**config.mk**
```make
export PLATFORM = sky130hd
export DESIGN_NAME = dataout_buf_0
export DESIGN_NICKNAME = d
export VERILOG_FILES = /design/src/rtl/dataout_buf_0.sv
export SDC_FILE = /design/constraint.sdc
export NUM_CORES = 1
export LEC_CHECK = 0
export CORE_ASPECT_RATIO = 1.5
export CORE_MARGIN = 10
export CORE_UTILIZATION = 42
export CTS_CLUSTER_DIAMETER = 200
export DETAILED_ROUTE_END_ITERATION = 12
export HOLD_SLACK_MARGIN = 0.03
export PLACE_DENSITY = 0.69
export REMOVE_ABC_BUFFERS = 1
export SETUP_SLACK_MARGIN = 0.3
export SLEW_MARGIN = 20
export SYNTH_ARGS = -nofsm -noshare
export SYNTH_HDL_FRONTEND = slang
export SYNTH_SLANG_ARGS = --single-unit
```
**constraint.sdc**
```tcl
create_clock -name clk -period 4.2 [get_ports clk]
set_clock_uncertainty 0.2 [all_clocks]
set_input_delay 0.84 -clock clk [delete_from_list [all_inputs] [get_ports clk]]
set_output_delay 0.84 -clock clk [all_outputs]
set_load 0.05 [all_outputs]
```
**src/rtl/dataout_buf_0.sv**
```systemverilog
// dataout_buf_0 -- transmit-side frame buffer.
// Collects one frame of DEPTH result words, then replays it as DEPTH flits
// {word, seq[3:0]} on a valid/ready stream. It mirrors the datain buffer,
// which strips the low nibble to recover each word.
//
// Ports
//   clk        clock, rising edge
//   RST        synchronous active-high reset
//   wr_valid   result word present on wr_data
//   wr_data    result word (DIN_W)
//   wr_ready   buffer accepts a word (FILL only)
//   out_valid  flit present on dataout (DRAIN only)
//   dataout    {mem[raddr], raddr[3:0]} (DOUT_W)
//   out_ready  downstream accepts the flit
//   full       high while a complete frame is held (DRAIN)
//   done       one-cycle pulse after the last flit is accepted
module dataout_buf_0 #(
  parameter int DEPTH  = 30,
  parameter int AW     = 5,
  parameter int DIN_W  = 16,
  parameter int DOUT_W = 20
) (
  input  logic              clk,
  input  logic              RST,
  input  logic              wr_valid,
  input  logic [DIN_W-1:0]  wr_data,
  output logic              wr_ready,
  output logic              out_valid,
  output logic [DOUT_W-1:0] dataout,
  input  logic              out_ready,
  output logic              full,
  output logic              done
);

  typedef enum logic [1:0] {FILL, DRAIN, DONE} state_t;

  state_t           state, state_nxt;
  logic [DIN_W-1:0] mem [DEPTH];
  logic [AW-1:0]    waddr, raddr;
  logic             wr_fire, rd_fire, wr_last, rd_last;

  assign wr_fire = wr_valid & wr_ready;
  assign rd_fire = out_valid & out_ready;
  assign wr_last = (waddr == AW'(DEPTH-1));
  assign rd_last = (raddr == AW'(DEPTH-1));

  // Flit = stored word plus the low nibble of the read address; the nibble
  // wraps inside a frame, which the receiver tolerates because it drops it.
  assign dataout = {mem[raddr], raddr[3:0]};

  always_comb begin
    state_nxt = state;
    wr_ready  = 1'b0;
    out_valid = 1'b0;
    full      = 1'b0;
    done      = 1'b0;
    case (state)
      FILL: begin
        wr_ready = 1'b1;
        if (wr_fire && wr_last) state_nxt = DRAIN;
      end
      DRAIN: begin
        out_valid = 1'b1;
        full      = 1'b1;
        if (rd_fire && rd_last) state_nxt = DONE;
      end
      DONE: begin
        done      = 1'b1;
        state_nxt = FILL;
      end
      default: state_nxt = FILL;
    endcase
  end

  always_ff @(posedge clk) begin
    if (RST) begin
      state <= FILL;
      waddr <= '0;
      raddr <= '0;
    end else begin
      state <= state_nxt;
      if (wr_fire) waddr <= wr_last ? '0 : waddr + 1'b1;
      if (rd_fire) raddr <= rd_last ? '0 : raddr + 1'b1;
    end
  end

  // Frame storage carries no reset; only valid words are ever read back.
  always_ff @(posedge clk) begin
    if (wr_fire) mem[waddr] <= wr_data;
  end

endmodule

```
## Yosys cells after proc, flatten, opt, wreduce, memory -nomap -nowiden

Memories as Yosys holds them, arrays and structs flattened. A register that Yosys moved wholly into a read port is not among the register bits.
Cells that the tools add are included.

- Register bits: 12
- Memories: 1
- Bits of input ports: 20
- RAM bits: 480

- Equality and inequality tests: 6
- Mux-type cells: 12
- Reductions and logical operators: 4
- Bitwise gates (word level): 2
- Add/sub/neg operators: 2

Memory list:

| memory | depth | bits a word | read ports | clocked after Yosys merged registers in | write ports | RTL line | text |
|---|---|---|---|---|---|---|---|
| mem | 30 | 16 | 1 | 1 | 1 | 38 | `logic [DIN_W-1:0] mem [DEPTH];` |

Operators by type and width:

| kind | count |
|---|---|
| two-way mux 5 bit | 4 |
| adder 5 x 1 -> 5 bit (second input constant) | 2 |
| == test 5 bit (second input constant) | 2 |
| two-way mux 1 bit | 5 |
| two-way mux 2 bit | 2 |
| != test 2 bit (second input constant) | 2 |
| case mux 2 bit (2 select lines) | 1 |
| bitwise AND 1 bit | 2 |
| == test 2 x 1 -> 1 bit (second input constant) | 1 |
| == test 2 bit (second input constant) | 1 |
| logical AND 1 bit | 2 |
| zero test 2 bit | 1 |
| AND reduction 2 bit | 1 |

## Logic depth before layout (Yosys ltp)

- Word-level depth: 6
- Depth in mapped cells: 9
- Depth with buffers taken out: 6

## Worst setup path before layout

OpenSTA, ideal clock, no wires.

- Path kind: register to output
- From: reg with a tool-made name
- To: out dataout[19]
- Data arrival time: 2.429 ns
- Buffers on the path: 4
- Setup slack: 0.731 ns
- Cell stages (with the launch flop): 8
- Cell sequence: dfxtp_1 clkbuf_2 buf_4 buf_2 buf_4 o21ai_0 o211a_1 a211oi_1

RTL lines:

| element | RTL line | text |
|---|---|---|
| end, declared | 29 | `output logic [DOUT_W-1:0] dataout,` |

==> out/metrics.cfg <==
[sta]
finalHoldViolCount = 0
slew_headroom = 0.286
timing_max_transition_violations_final = 0
fin_ws_ps = 388
timing.final.crit_share = 0.908
rsz0062_at_grt = yes
fin_setup_tns_ps = 0
setup_viol = 0
min_period_ps = 3810
max_freq_mhz = 262
worstMarginPinSlew_ps = 1070

[cts]
h-tree-depth = 2
clock_latency_ps = 550
hold_buffers = 0
cts_tree = yes
cts.sinks = 497
cts.clk_slew.worst_paths_ps = 60
cts_max_path_buffers = 3
numCtsBuffers = 42
cts_root_buf = clkbuf_16

[setup_path]
end_kind = primary output
max_stage_delay_ps = 730
critPathTopFamily = compound AO/OA/AOI/OAI gates
critPathArrivalTime_ps = 2770
critPathMaxFanout = 20
crit_cells = 5
critPathBufInv = 1
crit_path_top_delay_cell = nor2_2
required_ps = 3160
worstSetupPathType = reg -> out
ff2ff_path_depth = 5
path_cells = nor2_2, a22oi_1, o211a_1, a211oi_1, buf_12
startpoint_type = flop

[synth]
avgSynthCellArea_um2 = 20.1
synthArstFlopShare = 0
synth_top_area_frac = 0.746
yosysWarnings = 0
synthTopCellsByArea = edfxtp_1 (75%), mux4_2 (10%), mux2i_1 (3.1%)
synth_top_area_cell = edfxtp_1
ys_seq_area_frac = 0.764
synthCells = 962
syn-cell-area_um2 = 19300
synth_edf_count = 480
ys.flop_type = edfxtp_1
yosys_register_bits = 497
yosysUniqueCellTypes = 50

[floorplan]
start_util = 0.423
fp.dieW_um = 195
coreArea_um2 = 45600
rows = 96
fp.dieH_um = 283
ios = 44
dieArea_um2 = 55100

[global_routing]
grt_max_degree = 59
grt_usage = 0.151
antenna_found_initial = 0
overflow = 0
grt_pass1_wl_um = 63200
grt_pass1_vias = 9978

[routing]
drc_errors = 0
post_drt_via_cell_ratio = 5.73
wl_per_cell_um = 25.3
vias = 9579
ant_nets = 0
drt_iter0_markers = 881
wl_um = 42200
first_pass_iters = 5

[outcome]
outcome = finished clean

[hold_path]
hold_depth = 2
hp-class = reg -> reg

[pwr]
leakage_nw = 6.74
power.density_nw_per_um2 = 429
max-vdd-ir-drop_v = 0.000252

[placement]
hpwl_um = 25600
port_buffers = 43
dpl_worst_slack_ps = 657
gp_congestion = 0.804

[final_layout]
fin_nets = 1076
layout_common_cells = edfxtp_1 (480), mux4_2 (86), mux2i_1 (60), buf_4 (54), clkbuf_16 (44)
syn_to_final_growth_pct = 14.8
diodes = 0
drive_gt1_frac = 0.229
final_common_cell = edfxtp_1
post-route-util = 0.486

[run]
drv_cap = 0

state kept, by name (all words and copies together) (netlist names), named ones only:
register and flops:
waddr 5, state 2, mem 480, raddr 5
synthesized netlist by cell type (7+ instances only):
cell	count
edfxtp_1	480
mux4_2	86
mux2i_1	60
nor2_1	45
nand2_1	30
o22ai_1	23
a21oi_1	18
clkbuf_1	18
a22oi_1	17
dfxtp_1	17
buf_4	14
a211oi_1	13
buf_2	13
buf_6	10
nand3_1	10
o21ai_0	9
o221ai_1	8
o22a_1	8
nor3_1	7
cells by family (layout without fill, tap and decap cells):
| kind of cell | after synthesis | in the layout | share of synthesized area |
|---|---|---|---|
| flip-flops | 497 | 497 | 0.764 |
| AND/OR/NAND/NOR | 128 | 128 | 0.0323 |
| multiplexers | 154 | 154 | 0.138 |
| buffers and inverters | 64 | 185 | 0.0216 |
| XOR/XNOR | 3 | 3 | 0.00136 |
| AO/OA/AOI/OAI | 110 | 110 | 0.0394 |
| adder cells (fa/ha/maj) | 6 | 6 | 0.00389 |
power breakdown:
part	internal (mW)	leakage [nW]	switching, mW	total (mW)
logic	0.0810	1.63	0.160	0.241
clock network	2.11	0.643	1.69	3.80
registers	5.46	4.46	0.00699	5.46
total	7.65	6.74	1.86	9.50
what timing repair did:
item | 4_1_cts | 5_1_grt
cloned | 0 | 2
setup buffers | 1 | 5
endpoints found under the setup margin | 13 | 11
gates resized for setup | 8 | 4
pin swaps | 0 | 0
per-layer routing:
metal,share of wire,up-vias,global-route usage
met5,0,-,0
met4,0.031,0,0.0589
met3,0.063,72,0.0237
met2,0.53,375,0.265
met1,0.38,4999,0.182
li1,-,4133,-
final cells by class:
| type | instances | area [um2] |
|---|---|---|
| Multi-Input combinational cell | 401 | 4210 |
| Tap cell | 588 | 736 |
| Inverter | 5 | 18.8 |
| Clock inverter | 21 | 218 |
| Fill cell | 3688 | 23500 |
| Clock buffer | 56 | 1100 |
| Timing Repair Buffer | 103 | 1120 |
| Sequential cell | 497 | 14800 |
final timing paths:
| check | slack, ps | from | endpoint |
|---|---|---|---|
| worst min-delay path | 320 | waddr[1]$_SDFFE_PP0P_ | waddr[1]$_SDFFE_PP0P_ |
| worst min register to register | 320 | waddr[1]$_SDFFE_PP0P_ | waddr[1]$_SDFFE_PP0P_ |
| worst max-delay path | 390 | flop | dataout[19] |
| worst max register to register | 1630 | waddr[1]$_SDFFE_PP0P_ | mem[9][4]$_DFFE_PP_ |
worst register-to-register path: cells and delay by family, from the launching register on:
family        cells  cell delay [ps]
fa+ha+maj         1              170
buf+inv           2              420
simple gates      2             1110
flops             1              350
through the flow:
step | power, mW | area, um2 | hold WS [ps] | instances
global route | 9.78 | 22200 | 362 | 1671
global placement | 5.81 | 20700 | 302 | 1586
detailed placement | 5.81 | 20700 | 312 | 1586
floorplan | 5.65 | 18900 | 271 | 903
CTS | 9.57 | 22100 | 321 | 1664
finish | 9.50 | 22200 | 319 | 1671
No activity file was read; power rests on OpenSTA's default activity.
